$ cat config.mk
export PLATFORM = sky130hd
export DESIGN_NAME = ahblite_interconnect_resp_mux
export DESIGN_NICKNAME = d
export VERILOG_FILES = /design/src/rtl/ahblite_interconnect_resp_mux.sv
export SDC_FILE = /design/constraint.sdc
export NUM_CORES = 1
export LEC_CHECK = 0
export ABC_AREA = 1
export CAP_MARGIN = 20
export CORE_AREA = 4 4 66 68
export DETAILED_ROUTE_END_ITERATION = 6
export DIE_AREA = 0 0 70 72
export DONT_BUFFER_PORTS = 1
export PLACE_DENSITY_LB_ADDON = 0.15
export SYNTH_ARGS = -nofsm -noshare
export SYNTH_HDL_FRONTEND = slang
export SYNTH_SLANG_ARGS = --single-unit
$ cat constraint.sdc
create_clock -name HCLK -period 1.2 [get_ports HCLK]
set_input_delay 0.3 -clock HCLK [delete_from_list [all_inputs] [get_ports HCLK]]
set_output_delay 0.3 -clock HCLK [all_outputs]
set_load 0.03 [all_outputs]
$ cat src/rtl/ahblite_interconnect_resp_mux.sv
// AHB-Lite data-phase response mux with built-in default slave (two-cycle ERROR for unmapped transfers).
// Optional multi-select checking is enabled by defining AHBLITE_RESP_MUX_ONEHOT_CHK_EN.
module ahblite_interconnect_resp_mux #(
  parameter int NUM_SLV = 4,
  parameter int DW      = 32
) (
  input  logic                  HCLK,
  input  logic                  HRESETn,
  input  logic [NUM_SLV-1:0]    HSEL_i,
  input  logic [1:0]            HTRANS,
  input  logic [NUM_SLV*DW-1:0] HRDATA_s,
  input  logic [NUM_SLV-1:0]    HREADYOUT_s,
  input  logic [NUM_SLV-1:0]    HRESP_s,
  output logic [DW-1:0]         HRDATA,
  output logic                  HREADY,
  output logic                  HRESP,
  output logic                  err_multi_o
);

  typedef enum logic [1:0] {
    DS_IDLE = 2'd0,
    DS_ERR1 = 2'd1,
    DS_ERR2 = 2'd2
  } ds_state_e;

  logic [NUM_SLV:0] sel_q, sel_d, sel_new;
  ds_state_e        ds_q, ds_d;
  logic             found;
  logic             err_start;

`ifdef AHBLITE_RESP_MUX_ONEHOT_CHK_EN
  logic             multi_hot;
  logic             err_multi_q, err_multi_d;
  int               hot_cnt;
`endif

  // Address phase: priority-encode the decoder select; slot NUM_SLV is the default slave
  always_comb begin
    sel_new = '0;
    found   = 1'b0;
    for (int k = 0; k < NUM_SLV; k++) begin
      if (HSEL_i[k] && !found) begin
        sel_new[k] = 1'b1;
        found      = 1'b1;
      end
    end
`ifdef AHBLITE_RESP_MUX_ONEHOT_CHK_EN
    hot_cnt = 0;
    for (int k = 0; k < NUM_SLV; k++) begin
      if (HSEL_i[k]) hot_cnt = hot_cnt + 1;
    end
    multi_hot = (hot_cnt > 1);
    if (multi_hot) begin
      sel_new = '0;
      found   = 1'b0;
    end
`endif
    if (!found) sel_new[NUM_SLV] = 1'b1;
  end

  assign sel_d     = HREADY ? sel_new : sel_q;
  assign err_start = HREADY && sel_new[NUM_SLV] && HTRANS[1];

  always_comb begin
    ds_d = ds_q;
    unique case (ds_q)
      DS_IDLE: if (err_start) ds_d = DS_ERR1;
      DS_ERR1: ds_d = DS_ERR2;
      DS_ERR2: ds_d = err_start ? DS_ERR1 : DS_IDLE;
      default: ds_d = DS_IDLE;
    endcase
  end

  always_ff @(posedge HCLK or negedge HRESETn) begin
    if (!HRESETn) begin
      sel_q <= (NUM_SLV+1)'(1) << NUM_SLV;
      ds_q  <= DS_IDLE;
    end else begin
      sel_q <= sel_d;
      ds_q  <= ds_d;
    end
  end

`ifdef AHBLITE_RESP_MUX_ONEHOT_CHK_EN
  // Sticky: only reset clears it
  assign err_multi_d = err_multi_q | (HREADY & multi_hot);

  always_ff @(posedge HCLK or negedge HRESETn) begin
    if (!HRESETn) err_multi_q <= 1'b0;
    else          err_multi_q <= err_multi_d;
  end

  assign err_multi_o = err_multi_q;
`else
  assign err_multi_o = 1'b0;
`endif

  // Data phase: purely combinational from the registered select
  always_comb begin
    HRDATA = '0;
    HREADY = 1'b1;
    HRESP  = 1'b0;
    for (int k = 0; k < NUM_SLV; k++) begin
      if (sel_q[k]) begin
        HRDATA = HRDATA_s[k*DW +: DW];
        HREADY = HREADYOUT_s[k];
        HRESP  = HRESP_s[k];
      end
    end
    if (sel_q[NUM_SLV]) begin
      HRDATA = '0;
      HREADY = (ds_q != DS_ERR1);
      HRESP  = (ds_q != DS_IDLE);
    end
  end

endmodule

==> results.ini <==
[critical_path]
cp.depth = 7
crit_slowest_cell = dfrtp_2
criticalPathCategory = reg2out
r2r_end = sel_q[1]$_DFFE_PN0N_
critPathLaunch = sel_q[1]$_DFFE_PN0N_
critPathMaxFanout = 15
cp_top_family = flip-flops
r2r_start = sel_q[2]$_DFFE_PN0N_
startpoint_type = flip-flop
rrSetupSlack_ps = -220
rr_worst_depth = 10
cp-end-kind = output pin
required_ps = 900
worst-path-buf-inv = 2
arrival_ps = 1490
crit_end = HRDATA[29]
path_cells = nor2_8 -> buf_12 -> a22oi_1 -> nand2_1 -> o21ai_2 -> a21oi_2 -> buf_6
slowest_delay_ps = 450

[run_status]
violations = setup timing
status = finished, violations left

[synthesis]
synth_nets = 386
synth-seq-area-share_pct = 12.3
syn_area_sq_mm = 0.00143
yosys_warnings = 0
ys_ff_latch = 7
ys_types = 28
synthCells = 242
synth_area_per_cell_sq_um = 5.93

[detailed_routing]
vias = 1891
via_per_inst = 5.87
drc = 0
ant_nets = 0
drt_iter0_markers = 62
first_pass_iters = 4
wl_per_cell_microns = 16.8
drt_wl_total_microns = 5410

[timing]
rsz0062_at_grt = true
hold_viol = 0
fin_crit_sh_pct = 149
fmax_mhz = 560
drv_slew = 0
report.final.setup_viol = 40
finClkSkew_ps = 0.966
timing.final.ws_setup_ps = -585
fin_crit_ps = 1790
hold_ws_ps = 211

[layout]
nets = 417
final_cells = 322
nFillCells = 342
diodes = 0
final_area_sq_mm = 0.00235
seqCellArea_sq_um = 178
multiInputGateArea_sq_mm = 0.00148
final_cell_mix = nand2_1 (44), o21ai_0 (32), buf_4 (29)
synthToLayoutAreaGrowth_pct = 63.7
final_common_cell = nand2_1
drive_gt1_share_pct = 52.6

[global_routing]
first_global_vias = 1836
antenna_found_initial = 0
grt_pass1_wl_microns = 8510
grt_max_degree = 35
grt-ovfl-total = 0
track_usage_pct = 20.1

[die]
die_w_microns = 70
die-area_sq_mm = 0.00504
start_util_pct = 37.2
core_sq_mm = 0.00386
rows = 23
pin_count = 179
die_h_microns = 72

[flow_run]
maxCapViolations = 0

[clock_tree]
clockRootBuffer = clkbuf_8
cts_tree = yes
clk_pin_slew_worst_paths_ps = 40
cts_sinks = 7
worst_skew_pair.late_latency_ps = 230
cts_buffer_depth = 2
cts_buffers = 3
htree_num_levels = 1

[power]
power.leakage_uw = 0.000979
total_power_uw = 5650
power.density_mw_per_mm2 = 2410
peakVddDrop_mv = 1.49

[placed_design]
dpl.cell_count = 317
placement.io_buffers = 0
place_ws_ps = -431
gp_congestion = 0.742
dpl_cell_area_sq_mm = 0.00216
hpwl_microns = 4430

[min_path]
hold_path_class = in2reg

==> stage by stage <==
stage | setup TNS (ps) | utilization [%]
finish | -19580 | 60.9
global route | -22910 | 60.9
CTS | -20130 | 59.7
detailed placement | -14150 | 56.0
global placement | -13400 | 56.0
floorplan | -10810 | -
==> Yosys cell counts (all sizes together) <==
library cell  number  area [sq um]
nor3               1          5.00
dfstp              1          26.3
clkbuf            12          46.3
nand2             50           198
a31oi              1          6.26
o21ai             68           340
nand4              1          6.26
nor2               6          41.3
conb               1          3.75
nand3              2          10.0
inv               12          45.1
a21oi             34           170
nand3b             1          7.51
buf               13           105
o211ai             1          7.51
dfrtp              6           150
a22oi             32           265
==> area by class of cell <==
cell class / instances / area share (%)
multi-input cells: 198 / 63.1
clock buffers: 4 / 1.92
flip-flops and latches: 7 / 7.57
repair buffers: 51 / 22.4
inverters: 12 / 2.35
well taps: 50 / 2.67
==> report_power, final <==
group	leakage (uW)	internal, uW	switching [uW]
combinational	0.000867	2000	3000
clock	0.0000228	230	101
sequential	0.0000889	278	42.6
==> cells by family (layout without fill, tap and decap cells) <==
family / count (synthesis) / after routing / share of synthesized area (%)
other cells: 1 / 1 / 0.262
buf+inv: 37 / 67 / 13.7
flops: 7 / 7 / 12.3
compound gates: 136 / 136 / 55.1
simple gates: 61 / 61 / 18.7
==> sequential cells by signal, summed over array words and instances, names as in the netlist <==
name and count:
ds_q 2, sel_q 5
==> worst register-to-register path, stage by stage, from the launching register on <==
cell and delay [ps]:
dfrtp_1 380, inv_2 120, buf_12 190, nor2_2 60, nor2_1 70, nand2_1 70, nand2_2 80, nand2_4 80
buf_12 140, nand2_1 50, o21ai_1 60
==> per-layer routing <==
metal / share of wire (%) / track usage [%]
met1: 34 / 21.7
met2: 55 / 38.8
met3: 11 / 5.82
met4: 0.63 / 4.04
met5: 0 / 0
==> worst min-delay path by stage <==
stage / slack [ps] / from / end / cells after the start
after detailed placement: 5 / HRESETn / ds_q[0]$_DFFE_PN0P_ / 0
final: 210 / HTRANS[1] / ds_q[0]$_DFFE_PN0P_ / 2
after floorplan: 4 / HRESETn / ds_q[0]$_DFFE_PN0P_ / 0
after CTS: 210 / HSEL_i[3] / sel_q[4]$_DFFE_PN1N_ / 3
after global placement: 5 / HRESETn / ds_q[0]$_DFFE_PN0P_ / 0
after global routing: 220 / HTRANS[1] / ds_q[0]$_DFFE_PN0P_ / 2
==> repair_timing <==
item | in CTS | in global routing
hold endpoints to repair | 7 | 0
setup buffers | 0 | 0
endpoints found under the setup margin | 40 | 40
gates resized for setup | 28 | 12
hold buffers | 1 | 0
pin swaps | 10 | 3
No activity file was read; power rests on OpenSTA's default activity.
